**src/rtl/pipe_ctrl_pkg.sv**
```systemverilog
// ============================================================================
// Module      : pipe_ctrl_pkg
// Description : Shared opcodes, ALU/branch encodings and the per-stage control
//               bundle for the 5-stage RV32I pipeline controller.
// Revision    : 1.0 - initial release
// ============================================================================
`default_nettype none

package pipe_ctrl_pkg;

    localparam int c_reg_aw = 5;

    localparam logic [6:0] c_op_r      = 7'b0110011;
    localparam logic [6:0] c_op_i      = 7'b0010011;
    localparam logic [6:0] c_op_load   = 7'b0000011;
    localparam logic [6:0] c_op_store  = 7'b0100011;
    localparam logic [6:0] c_op_branch = 7'b1100011;
    localparam logic [6:0] c_op_jal    = 7'b1101111;
    localparam logic [6:0] c_op_jalr   = 7'b1100111;
    localparam logic [6:0] c_op_lui    = 7'b0110111;
    localparam logic [6:0] c_op_auipc  = 7'b0010111;

    typedef enum logic [3:0] {
        ALU_ADD   = 4'd0,
        ALU_SUB   = 4'd1,
        ALU_AND   = 4'd2,
        ALU_OR    = 4'd3,
        ALU_XOR   = 4'd4,
        ALU_SLT   = 4'd5,
        ALU_SLTU  = 4'd6,
        ALU_SLL   = 4'd7,
        ALU_SRL   = 4'd8,
        ALU_SRA   = 4'd9,
        ALU_PASSB = 4'd10
    } alu_op_e;

    typedef enum logic [2:0] {
        BR_NONE = 3'd0,
        BR_EQ   = 3'd1,
        BR_NE   = 3'd2,
        BR_LT   = 3'd3,
        BR_GE   = 3'd4,
        BR_LTU  = 3'd5,
        BR_GEU  = 3'd6
    } br_type_e;

    localparam logic [1:0] c_m2r_alu   = 2'b00;
    localparam logic [1:0] c_m2r_mem   = 2'b01;
    localparam logic [1:0] c_m2r_pc4   = 2'b10;
    localparam logic [1:0] c_m2r_pcimm = 2'b11;

    typedef struct packed {
        alu_op_e               alu_op;
        logic                  alu_src;
        logic                  mem_read;
        logic                  mem_write;
        logic                  reg_write;
        logic [1:0]            mem_to_reg;
        br_type_e              br_type;
        logic                  jump;
        logic                  jalr;
        logic [c_reg_aw-1:0]   rd;
        logic [c_reg_aw-1:0]   rs1;
        logic [c_reg_aw-1:0]   rs2;
    } ctrl_bundle_t;

    localparam ctrl_bundle_t c_bubble = '{
        alu_op:     ALU_ADD,
        alu_src:    1'b0,
        mem_read:   1'b0,
        mem_write:  1'b0,
        reg_write:  1'b0,
        mem_to_reg: c_m2r_alu,
        br_type:    BR_NONE,
        jump:       1'b0,
        jalr:       1'b0,
        rd:         '0,
        rs1:        '0,
        rs2:        '0
    };

    // funct7[5] selects SUB only for register-register ops; shifts use it in both.
    function automatic alu_op_e alu_decode(input logic [2:0] funct3,
                                           input logic       alt,
                                           input logic       allow_sub);
        alu_op_e op;
        case (funct3)
            3'b000:  op = (alt && allow_sub) ? ALU_SUB : ALU_ADD;
            3'b001:  op = ALU_SLL;
            3'b010:  op = ALU_SLT;
            3'b011:  op = ALU_SLTU;
            3'b100:  op = ALU_XOR;
            3'b101:  op = alt ? ALU_SRA : ALU_SRL;
            3'b110:  op = ALU_OR;
            default: op = ALU_AND;
        endcase
        return op;
    endfunction

endpackage

`default_nettype wire

```
**src/rtl/pipe_ctrl_inst_decode.sv**
```systemverilog
// ============================================================================
// Module      : pipe_ctrl_inst_decode
// Description : Combinational ID-stage decoder: control bundle, rs-use flags
//               and illegal-instruction detection.
// Revision    : 1.0 - initial release
// ============================================================================
`default_nettype none

module pipe_ctrl_inst_decode
    import pipe_ctrl_pkg::*;
(
    input  logic [31:0]  i_inst,
    output ctrl_bundle_t o_bundle,
    output logic         o_use_rs1,
    output logic         o_use_rs2,
    output logic         o_illegal
);

    logic [6:0] w_opcode;
    logic [4:0] w_rd;
    logic [4:0] w_rs1;
    logic [4:0] w_rs2;
    logic [2:0] w_funct3;
    logic       w_alt;
    logic       w_unused;

    assign w_opcode = i_inst[6:0];
    assign w_rd     = i_inst[11:7];
    assign w_funct3 = i_inst[14:12];
    assign w_rs1    = i_inst[19:15];
    assign w_rs2    = i_inst[24:20];
    assign w_alt    = i_inst[30];
    assign w_unused = ^{i_inst[31], i_inst[29:25]};

    always_comb begin
        o_bundle  = c_bubble;
        o_use_rs1 = 1'b0;
        o_use_rs2 = 1'b0;
        o_illegal = 1'b0;
        case (w_opcode)
            c_op_r: begin
                o_bundle.alu_op    = alu_decode(w_funct3, w_alt, 1'b1);
                o_bundle.reg_write = 1'b1;
                o_bundle.rd        = w_rd;
                o_use_rs1          = 1'b1;
                o_use_rs2          = 1'b1;
            end
            c_op_i: begin
                o_bundle.alu_op    = alu_decode(w_funct3, w_alt, 1'b0);
                o_bundle.alu_src   = 1'b1;
                o_bundle.reg_write = 1'b1;
                o_bundle.rd        = w_rd;
                o_use_rs1          = 1'b1;
            end
            c_op_load: begin
                o_bundle.alu_src    = 1'b1;
                o_bundle.mem_read   = 1'b1;
                o_bundle.reg_write  = 1'b1;
                o_bundle.mem_to_reg = c_m2r_mem;
                o_bundle.rd         = w_rd;
                o_use_rs1           = 1'b1;
            end
            c_op_store: begin
                o_bundle.alu_src   = 1'b1;
                o_bundle.mem_write = 1'b1;
                o_use_rs1          = 1'b1;
                o_use_rs2          = 1'b1;
            end
            c_op_branch: begin
                o_use_rs1 = 1'b1;
                o_use_rs2 = 1'b1;
                case (w_funct3)
                    3'b000:  o_bundle.br_type = BR_EQ;
                    3'b001:  o_bundle.br_type = BR_NE;
                    3'b100:  o_bundle.br_type = BR_LT;
                    3'b101:  o_bundle.br_type = BR_GE;
                    3'b110:  o_bundle.br_type = BR_LTU;
                    3'b111:  o_bundle.br_type = BR_GEU;
                    default: o_illegal        = 1'b1;
                endcase
            end
            c_op_jal: begin
                o_bundle.jump       = 1'b1;
                o_bundle.reg_write  = 1'b1;
                o_bundle.mem_to_reg = c_m2r_pc4;
                o_bundle.rd         = w_rd;
            end
            c_op_jalr: begin
                o_bundle.jump       = 1'b1;
                o_bundle.jalr       = 1'b1;
                o_bundle.alu_src    = 1'b1;
                o_bundle.reg_write  = 1'b1;
                o_bundle.mem_to_reg = c_m2r_pc4;
                o_bundle.rd         = w_rd;
                o_use_rs1           = 1'b1;
            end
            c_op_lui: begin
                o_bundle.alu_op    = ALU_PASSB;
                o_bundle.alu_src   = 1'b1;
                o_bundle.reg_write = 1'b1;
                o_bundle.rd        = w_rd;
            end
            c_op_auipc: begin
                o_bundle.alu_src    = 1'b1;
                o_bundle.reg_write  = 1'b1;
                o_bundle.mem_to_reg = c_m2r_pcimm;
                o_bundle.rd         = w_rd;
            end
            default: o_illegal = 1'b1;
        endcase
        // Unused source fields are zeroed so they can never alias a producer.
        o_bundle.rs1 = o_use_rs1 ? w_rs1 : '0;
        o_bundle.rs2 = o_use_rs2 ? w_rs2 : '0;
    end

endmodule

`default_nettype wire

```
**src/rtl/pipe_ctrl.sv**
```systemverilog
// ============================================================================
// Module      : pipe_ctrl
// Description : 5-stage RV32I pipeline controller: ID decode, ID/EX..MEM/WB
//               control registers, EX branch resolution, hazards, forwarding.
// Revision    : 1.0 - initial release
// ============================================================================
`default_nettype none

module pipe_ctrl
    import pipe_ctrl_pkg::*;
#(
    parameter int FWD_EN = 1,
    parameter int REG_AW = 5
)(
    input  logic              clk,
    input  logic              rst,
    input  logic [31:0]       id_inst,
    input  logic              id_valid,
    input  logic              ex_eq,
    input  logic              ex_lt,
    input  logic              ex_ltu,
    output logic [3:0]        ex_alu_op,
    output logic              ex_alu_src,
    output logic              mem_read,
    output logic              mem_write,
    output logic              wb_reg_write,
    output logic [1:0]        wb_mem_to_reg,
    output logic [REG_AW-1:0] wb_rd,
    output logic [1:0]        pc_sel,
    output logic              stall_if,
    output logic              stall_id,
    output logic              flush_id,
    output logic [1:0]        fwd_a,
    output logic [1:0]        fwd_b,
    output logic              illegal_id
);

    ctrl_bundle_t r_ex;
    ctrl_bundle_t r_mem;
    ctrl_bundle_t r_wb;
    ctrl_bundle_t w_id_bundle;
    logic         w_use_rs1;
    logic         w_use_rs2;
    logic         w_illegal;
    logic         w_id_live;
    logic         w_br_taken;
    logic         w_redirect;
    logic         w_ex_hit;
    logic         w_mem_hit;
    logic         w_hazard;
    logic         w_stall;
    logic         w_unused;

    pipe_ctrl_inst_decode u_inst_decode (
        .i_inst    (id_inst),
        .o_bundle  (w_id_bundle),
        .o_use_rs1 (w_use_rs1),
        .o_use_rs2 (w_use_rs2),
        .o_illegal (w_illegal)
    );

    assign w_id_live = id_valid & ~w_illegal;

    always_comb begin
        w_br_taken = 1'b0;
        case (r_ex.br_type)
            BR_EQ:   w_br_taken = ex_eq;
            BR_NE:   w_br_taken = ~ex_eq;
            BR_LT:   w_br_taken = ex_lt;
            BR_GE:   w_br_taken = ~ex_lt;
            BR_LTU:  w_br_taken = ex_ltu;
            BR_GEU:  w_br_taken = ~ex_ltu;
            default: w_br_taken = 1'b0;
        endcase
    end

    assign w_redirect = w_br_taken | r_ex.jump;

    assign w_ex_hit  = (r_ex.rd != '0) &&
                       ((w_use_rs1 && (r_ex.rd == w_id_bundle.rs1)) ||
                        (w_use_rs2 && (r_ex.rd == w_id_bundle.rs2)));
    assign w_mem_hit = (r_mem.rd != '0) &&
                       ((w_use_rs1 && (r_mem.rd == w_id_bundle.rs1)) ||
                        (w_use_rs2 && (r_mem.rd == w_id_bundle.rs2)));

    function automatic logic [1:0] fwd_sel(input ctrl_bundle_t mem_b,
                                           input ctrl_bundle_t wb_b,
                                           input logic [4:0]   rs);
        if (mem_b.reg_write && (mem_b.rd != '0) && (mem_b.rd == rs)) begin
            return 2'b10;
        end
        if (wb_b.reg_write && (wb_b.rd != '0) && (wb_b.rd == rs)) begin
            return 2'b01;
        end
        return 2'b00;
    endfunction

    generate
        if (FWD_EN != 0) begin : g_fwd
            assign w_hazard = w_id_live & r_ex.mem_read & w_ex_hit;
            assign fwd_a    = fwd_sel(r_mem, r_wb, r_ex.rs1);
            assign fwd_b    = fwd_sel(r_mem, r_wb, r_ex.rs2);
        end else begin : g_no_fwd
            // WB is not checked: the register file writes through to ID reads.
            assign w_hazard = w_id_live &
                              ((r_ex.reg_write & w_ex_hit) | (r_mem.reg_write & w_mem_hit));
            assign fwd_a    = 2'b00;
            assign fwd_b    = 2'b00;
        end
    endgenerate

    // A redirect discards the ID instruction, so any stall it raised is moot.
    assign w_stall = w_hazard & ~w_redirect;

    always_ff @(posedge clk) begin
        if (rst) begin
            r_ex  <= c_bubble;
            r_mem <= c_bubble;
            r_wb  <= c_bubble;
        end else begin
            r_ex  <= (w_id_live && !w_stall && !w_redirect) ? w_id_bundle : c_bubble;
            r_mem <= r_ex;
            r_wb  <= r_mem;
        end
    end

    assign ex_alu_op     = r_ex.alu_op;
    assign ex_alu_src    = r_ex.alu_src;
    assign mem_read      = r_mem.mem_read;
    assign mem_write     = r_mem.mem_write;
    assign wb_reg_write  = r_wb.reg_write;
    assign wb_mem_to_reg = r_wb.mem_to_reg;
    assign wb_rd         = r_wb.rd;

    assign pc_sel     = rst ? 2'b00 : (r_ex.jalr ? 2'b10 : (w_redirect ? 2'b01 : 2'b00));
    assign flush_id   = w_redirect & ~rst;
    assign stall_if   = w_stall & ~rst;
    assign stall_id   = w_stall & ~rst;
    assign illegal_id = id_valid & w_illegal & ~rst;

    assign w_unused = ^{r_ex, r_mem, r_wb};

endmodule

`default_nettype wire

```
**config.mk**
```make
export PLATFORM = sky130hd
export DESIGN_NAME = pipe_ctrl
export DESIGN_NICKNAME = d
export VERILOG_FILES = /design/src/rtl/pipe_ctrl_pkg.sv /design/src/rtl/pipe_ctrl_inst_decode.sv /design/src/rtl/pipe_ctrl.sv
export SDC_FILE = /design/constraint.sdc
export NUM_CORES = 1
export LEC_CHECK = 0
export CAP_MARGIN = 25
export CORE_MARGIN = 4
export CORE_UTILIZATION = 48
export CTS_BUF_LIST = sky130_fd_sc_hd__clkbuf_16
export DETAILED_ROUTE_END_ITERATION = 12
export GPL_ROUTABILITY_DRIVEN = 0
export PLACE_DENSITY = 0.79
export SYNTH_ARGS = -nofsm -noshare
export SYNTH_HDL_FRONTEND = slang
export SYNTH_HIERARCHICAL = 1
export SYNTH_SLANG_ARGS = --single-unit
```
**constraint.sdc**
```tcl
create_clock -name clk -period 3.3 [get_ports clk]
set_input_delay 0.495 -clock clk [delete_from_list [all_inputs] [get_ports clk]]
set_output_delay 0.495 -clock clk [all_outputs]
set_load 0.02 [all_outputs]
```
==> results of run 1 <==
==> cell families (layout without fill, tap and decap cells) <==
kind of cell    count (synthesis)  in the layout  share of synthesized area
compound gates                 21             21                    0.07852
xor+xnor                       33             33                     0.1225
buf+inv                        19             87                    0.05676
flops                          48             48                     0.4074
mux                             2              2                   0.009018
simple gates                  118            118                     0.3257
==> worst max-delay path: stages <==
cell and delay [ns]:
sky130_fd_sc_hd__clkdlybuf4s50_1 0.47, sky130_fd_sc_hd__buf_4 0.12, sky130_fd_sc_hd__nand3b_4 0.09, sky130_fd_sc_hd__buf_4 0.17, sky130_fd_sc_hd__or3_4 0.37, sky130_fd_sc_hd__o22ai_2 0.21
sky130_fd_sc_hd__inv_1 0.06, sky130_fd_sc_hd__nor2_1 0.11, sky130_fd_sc_hd__clkdlybuf4s50_1 0.62
==> cells in the final DEF, fill, tap and decap left out, drive strengths merged, types with 2 or more instances in the layout <==
cell type,Yosys,routed
a221oi,2,2
nand3b,3,3
xor2,16,16
nor2b,21,21
nand2,4,4
dlymetal6s2s,0,5
nand4,2,2
buf,13,21
clkbuf,2,5
o21ai,2,2
nor3b,2,2
clkdlybuf4s50,0,49
nand2b,8,8
o31ai,2,2
dfxtp,48,48
clkinv,0,2
o22ai,2,2
xnor2,17,17
nand3,4,4
nor2,6,6
inv,4,4
a21oi,5,5
or4,4,4
or3,4,4
nor4,7,7
and2,45,45
nor3,3,3
==> power breakdown <==
group          leakage, nW  switching [mW]  internal, mW  total [mW]
clock               0.0814           0.206         0.356       0.562
sequential           0.386        0.000162         0.579       0.580
combinational        0.925          0.0476        0.0670       0.115
==> per-layer routing <==
metal  vias to the layer above  GRT usage
met5                         -          0
met4                         0    0.05769
met3                         7    0.03440
met2                        45     0.3005
met1                       820     0.2150
li1                        934          -
==> what timing repair did <==
action / 4_1_cts / 5_1_grt
hold buffers: 0 / 0
endpoints found under the hold margin: 0 / 0
resized for setup: 12 / 18
pin swaps: 1 / 9
setup endpoints to repair: 2 / 3
==> worst max-delay path by stage <==
stage                from         end
2_1_floorplan  id_inst[6]    stall_if
3_3_place_gp   id_inst[2]    stall_id
3_5_place_dp   id_inst[2]    stall_if
4_1_cts        id_inst[0]  illegal_id
5_1_grt        id_inst[0]    stall_if
6_report       id_inst[0]  illegal_id
==> final cells by class <==
type	count	area [µm²]	area share
well taps	67	83.83	0.02563
clock inverters	3	42.54	0.01301
inverters	4	15.01	0.004591
flip-flops and latches	48	960.9	0.2938
clock buffers	5	125.1	0.03826
repair buffers	75	730.7	0.2234
multi-input cells	174	1313	0.4013
==> metrics by stage <==
stage / util / area (µm²) / setup WS, ns / std cells / hold WS (ns)
floorplan: - / 2359 / 0.01427 / 241 / 0.4138
global placement: 0.6392 / 3039 / -0.4691 / 368 / 0.4175
detailed placement: 0.6392 / 3039 / -0.4878 / 368 / 0.4343
CTS: 0.6768 / 3218 / 0.01226 / 376 / 0.4490
global route: 0.6879 / 3271 / 0.01332 / 376 / 0.4618
finish: 0.6879 / 3271 / 0.08787 / 376 / 0.4404
==> results.md, run 1 <==
| Stage | Metric | This run |
|---|---|---|
| yosys | Synth warnings | 6 |
| setup path | Worst-case reg-to-reg path depth | 5 |
| yosys | Count of state elements after synthesis | 48 |
| global route | Number of global-route vias before repair | 1835 |
| floorplan | Die ar. | 6099 µm² |
| worst hold path | Hold Path Cell Cnt | 1 |
| sta | Final period util | 0.9734 |
| cells and area | Number of antenna repair diodes | 0 |
| cells and area | Filler cells | 389 |
| yosys | Leading post-synthesis cells by cell area | sky130_fd_sc_hd__dfxtp_1 (41%), sky130_fd_sc_hd__and2_1 (12%), sky130_fd_sc_hd__xnor2_1 (6.3%) |
| detailed routing | Detailed-route wire length on metal 1 | 2.131 mm |
| setup path | Sort of element at the end of the critical path | primary output |
| sta | Final hold viol count | 0 |
| sta | RSZ-0062 raised after global routing | no |
| cells and area | Layout net count | 346 |
| clocking | Clock transition at the registers of the reported paths | 0.06 ns |
| sta | Maximum operating frequency | 311.3 MHz |
| sta | Relative slew margins | 0.7210 |
| yosys | Count of flip-flops with a built-in enable after synthesis | 0 |
| detailed routing | Detailed-route vias per instance | 4.803 |
| sta | Fin crit period | 3.212 ns |
| sta | Setup Skew | 0.005586 ns |
| power and ir drop | Static leakage | 1.393 nW |
| detailed routing | Count of routing violations after the opening detailed-route iteration | 55 |
| clocking | Post-CTS setup-driven buffer insertion count | 0 |
| yosys | Register area share after synthesis | 0.4074 |
| global route | Largest net degree at the start of global routing | 27 |
| cells and area | Area Growth Syn to Fin | 38.67% |
| power and ir drop | Worst supply voltage drop on vdd | 0.0003089 V |
| setup path | CP Data Arrival Time | 2.72 ns |
| clocking | CTS buffer count | 5 |
| setup path | Maximum fanout along the worst path | 9 |
| cells and area | Largest register by flop count | r_ex |
| floorplan | Number of top-level pins | 63 |
| detailed routing | Count of unresolved DRC violations after routing | 0 |
| worst hold path | Class of the most critical hold timing path | reg -> reg |
| detailed routing | Detailed-route via count | 1806 |
| setup path | WS Path Type | in -> out |
| power and ir drop | Power Total | 1.256 mW |
| yosys | Cell taking the most area after synthesis | sky130_fd_sc_hd__dfxtp_1 |
| cells and area | Max FFs per register | 25 |
| floorplan | Vertical extent of the die | 78.10 µm |
| global route | Number of antenna violations at the first check in global routing | 0 |
| yosys | Ys flop type | sky130_fd_sc_hd__dfxtp_1 |
| placed design | Post-DP HPWL | 3.794 mm |
| setup path | RR Startpoint | r_ex[10]$_SDFF_PP0_ |
| floorplan | Die outline width | 78.10 µm |
| cells and area | Fraction of final layout cells sized beyond drive strength 1 | 0.1650 |
| sta | Setup Viol. Count Final | 0 |
| outcome | Result of the run | finished clean |
| detailed routing | Pre-antenna DRT Iters | 4 |
| setup path | Worst R2R End | r_ex[1]$_SDFF_PP0_ |
| clocking | # H-tree levels | 2 |
| clocking | Worst skew pair latency | 0.29 ns |
| worst hold path | Beginning of the worst hold path | r_ex[20]$_SDFF_PP0_ |
| clocking | Clock tree from TritonCTS | yes |
| floorplan | Number of rows created at floorplan | 25 |
| sta | Transition time at the pin with the least slew margin | 0.4185 ns |
| detailed routing | Total detailed-routing wirelength | 4.877 mm |
| global route | Global route overflow | 0 |
| global route | Global-route wire length before repair | 8.397 mm |
| yosys | Syn nets | 279 |
| clocking | Number of sinks driven by the clock tree | 48 |
| setup path | Flop2flop setup slack | 1.28 ns |
| yosys | Mapped Cells | 241 |
| floorplan | Starting utilization of the core area | 0.4961 |
| clocking | Root cell of the clock tree | sky130_fd_sc_hd__clkbuf_16 |
| worst hold path | Capture endpoint of the worst hold path | r_mem[20]$_SDFF_PP0_ |
| power and ir drop | Pwr/cell area | 384.0 nW/µm² |
| detailed routing | Met3 WL | 199 µm |
| setup path | Critical path startpoint category | input port |
| run | Count of maximum capacitance violations | 0 |
| sta | Setup TNS | 0 ns |
| detailed routing | Number of routed nets with antenna violations | 0 |
| yosys | Number of distinct library cells after synthesis | 45 |
| detailed routing | Routed length per placed instance | 12.97 µm |
| yosys | Mean Syn Cell Area | 9.786 µm² |
| setup path | Crit path required time | 2.80 ns |
| yosys | Fraction of registers with async set or reset after synthesis | 0 |
| placed design | Count of input and output buffers | 56 |
| global route | Total Routing Usage GR | 0.1734 |
| yosys | Commonest cells post-synth | sky130_fd_sc_hd__dfxtp_1 (48), sky130_fd_sc_hd__and2_1 (45), sky130_fd_sc_hd__nor2b_1 (21) |
| detailed routing | Detailed-routed wire length on met2 | 2.482 mm |
| yosys | Most used standard cell by instance count after synthesis | sky130_fd_sc_hd__dfxtp_1 |
| yosys | Mapped Area | 2359 µm² |
| clocking | Maximum count of clock buffers along a single path | 2 |
| sta | Final max-slew violation count | 0 |
| yosys | Synth top area share | 0.4074 |
| detailed routing | Top Metal Used | met4 |
| floorplan | Core ar. | 4755 µm² |
No activity file was read; power rests on OpenSTA's default activity.
==> run 2: changes to the inputs <==
CAP_MARGIN = 30   (was 25)
SLEW_MARGIN = 5   (was unset)
==> results of run 2 <==
No change in the layout: final DEF, timing and power equal those of run 1.
==> run 3: changes to the inputs <==
CORE_MARGIN = 8   (was 4)
RECOVER_POWER = 25   (was unset)
==> run 3 against run 2 <==
Total power down 6.1%; global-route usage fell by 3.5 points; via count up 1.7%; largest power group unchanged; combinational power is essentially flat; wire length up 6.9%; non-clock buffer count is 3 higher; utilization is 0.74 points lower.
==> results.md, run 3 (same netlist as run 1, synthesis figures left out) <==
| Stage | Metric | This run |
|---|---|---|
| worst hold path | Class of the most critical hold timing path | reg -> reg |
| global route | Number of global-route vias before repair | 1803 |
| sta | Final period util | 0.9609 |
| power and ir drop | Worst supply voltage drop on vdd | 0.0002419 V |
| cells and area | Number of antenna repair diodes | 0 |
| sta | Final hold viol count | 0 |
| floorplan | Number of rows created at floorplan | 25 |
| floorplan | Starting utilization of the core area | 0.4993 |
| clocking | Clock transition at the registers of the reported paths | 0.07 ns |
| setup path | RR Startpoint | r_ex[10]$_SDFF_PP0_ |
| setup path | Library cell contributing the largest single delay on the critical path | sky130_fd_sc_hd__clkdlybuf4s50_1 |
| detailed routing | Routed length per placed instance | 13.75 µm |
| placed design | Worst slack at placement | -0.4356 ns |
| cells and area | Fraction of final layout cells sized beyond drive strength 1 | 0.1571 |
| cells and area | Area Growth Syn to Fin | 36.29% |
| cells and area | Largest register by flop count | r_ex |
| setup path | Flop2flop setup slack | 1.27 ns |
| worst hold path | Capture endpoint of the worst hold path | r_mem[22]$_SDFF_PP0_ |
| clocking | Number of sinks driven by the clock tree | 48 |
| global route | Total Routing Usage GR | 0.1381 |
| global route | Number of antenna violations at the first check in global routing | 0 |
| power and ir drop | Static leakage | 1.337 nW |
| placed design | Count of input and output buffers | 56 |
| setup path | Sort of element at the end of the critical path | primary output |
| clocking | Clock tree from TritonCTS | yes |
| floorplan | Vertical extent of the die | 86.10 µm |
| detailed routing | Count of unresolved DRC violations after routing | 0 |
| sta | Final max-slew violation count | 0 |
| setup path | Critical path startpoint category | input port |
| sta | Setup TNS | 0 ns |
| clocking | CTS buffer count | 5 |
| run | Count of maximum capacitance violations | 0 |
| setup path | Buffers and inverters on the worst path | 3 |
| power and ir drop | Pwr/cell area | 366.7 nW/µm² |
| detailed routing | Total detailed-routing wirelength | 5.213 mm |
| detailed routing | Detailed-route via count | 1837 |
| setup path | CP Data Arrival Time | 2.68 ns |
| cells and area | Most common cell after layout, fill and taps aside | sky130_fd_sc_hd__clkdlybuf4s50_1 |
| cells and area | Final cell area excluding filler cells | 3214 µm² |
| worst hold path | Hold Path Cell Cnt | 1 |
| setup path | Critical path's largest stage delay | 0.49 ns |
| sta | Setup Skew | 0.005186 ns |
| floorplan | Number of top-level pins | 63 |
| detailed routing | Count of routing violations after the opening detailed-route iteration | 73 |
| detailed routing | Detailed-route vias per instance | 4.847 |
| setup path | WS Path Type | in -> out |
| cells and area | Final std cells w/o fill | 379 |
| clocking | # H-tree levels | 2 |
| global route | Largest net degree at the start of global routing | 20 |
| outcome | Result of the run | finished clean |
| cells and area | Max FFs per register | 25 |
| global route | Global-route wire length before repair | 8.100 mm |
| sta | Crit path setup slack, layout | 0.1292 ns |
| setup path | Worst-case reg-to-reg path depth | 5 |
| power and ir drop | Power Total | 1.179 mW |
| setup path | Maximum fanout along the worst path | 6 |
| cells and area | Most frequent cells in the layout | sky130_fd_sc_hd__clkdlybuf4s50_1 (52), sky130_fd_sc_hd__dfxtp_1 (48), sky130_fd_sc_hd__and2_1 (41), sky130_fd_sc_hd__buf_4 (23), sky130_fd_sc_hd__nor2b_1 (21) |
| sta | Transition time at the pin with the least slew margin | 0.7799 ns |
| detailed routing | Number of routed nets with antenna violations | 0 |
| floorplan | Core ar. | 4723 µm² |
| clocking | Hold buffer count at CTS | 0 |
| setup path | Crit path required time | 2.80 ns |
| global route | Global route overflow | 0 |
| placed design | Cell area after placement | 3042 µm² |
| worst hold path | Beginning of the worst hold path | r_ex[22]$_SDFF_PP0_ |
| detailed routing | Pre-antenna DRT Iters | 4 |
| sta | RSZ-0062 raised after global routing | no |
| sta | Maximum operating frequency | 315.4 MHz |
| floorplan | Die outline width | 86.10 µm |
| setup path | Worst R2R End | r_ex[17]$_SDFF_PP0_ |
| clocking | Worst skew pair latency | 0.28 ns |
| setup path | Top Family by Delay on Critical Path | simple AND/OR/NAND/NOR gates |
| floorplan | Die ar. | 7412 µm² |
| setup path | List of cells traversed by the critical path | clkdlybuf4s50_1 -> and4bb_2 -> and3_4 -> and2_1 -> xnor2_1 -> nand4_1 -> o22ai_2 -> nand2_1 -> nor4_1 -> buf_4 -> buf_4 |
| sta | Hold_ws | 0.4432 ns |
| clocking | Maximum count of clock buffers along a single path | 2 |
| clocking | Root cell of the clock tree | sky130_fd_sc_hd__clkbuf_16 |
| setup path | Most frequent cell on the critical path | sky130_fd_sc_hd__buf_4 |
| placed design | Post-DP HPWL | 4.113 mm |
| cells and area | Layout net count | 349 |
| sta | Fin crit period | 3.171 ns |
| placed design | Placed Instances | 370 |
| cells and area | Final core utilization | 0.6805 |
| sta | Relative slew margins | 0.4801 |
| sta | Setup Viol. Count Final | 0 |
-- run 3: cell count changes in the layout (fill, tap and decap cells not counted), sizes merged --
cell and change:
buf +2, bufinv -1, clkdlybuf4s50 +3, clkinvlp +2, dlygate4sd3 +1, clkinv -1, clkbuf +1, dlygate4sd2 +1
dlymetal6s2s -5
-- run 3: repair_timing --
item	CTS	global route
setup endpoints to repair	3	2
gates resized for setup	11	9
endpoints found under the hold margin	0	0
buffers inserted	0	1
gates cloned	0	0
pin swaps	1	7
-- run 3: cell type report --
type | instances | area (µm²)
Fill cell | 386 | 1509
Multi-Input combinational cell | 174 | 1295
Sequential cell | 48 | 960.9
Timing Repair Buffer | 78 | 715.7
Clock buffer | 5 | 125.1
Tap cell | 67 | 83.83
Clock inverter | 3 | 18.77
Inverter | 4 | 15.01
-- run 3: how the worst max path moves through the flow --
stage,to,slack [ns],start,cells past startpoint
finish,stall_id,0.13,id_inst[2],11
global route,stall_id,0.03,id_inst[4],11
CTS,stall_if,0.004,id_inst[2],11
detailed placement,stall_id,-0.44,id_inst[2],11
global placement,stall_if,-0.34,id_inst[2],11
floorplan,stall_if,0.01,id_inst[6],10
-- run 3: report_power, final --
group / internal, mW / leakage, nW / switching, mW / total (mW)
sequential: 0.579 / 0.386 / 0.000163 / 0.580
combinational: 0.0660 / 0.887 / 0.0477 / 0.114
clock: 0.278 / 0.0635 / 0.208 / 0.485
-- run 3: metal layers --
layer  global-route usage  share of wire  vias up
met4              0.04618          0.014        0
met5                    0              0        -
met1               0.1409           0.41      838
met2               0.2631           0.52       47
li1                     -              -      944
met3              0.03534          0.051        8
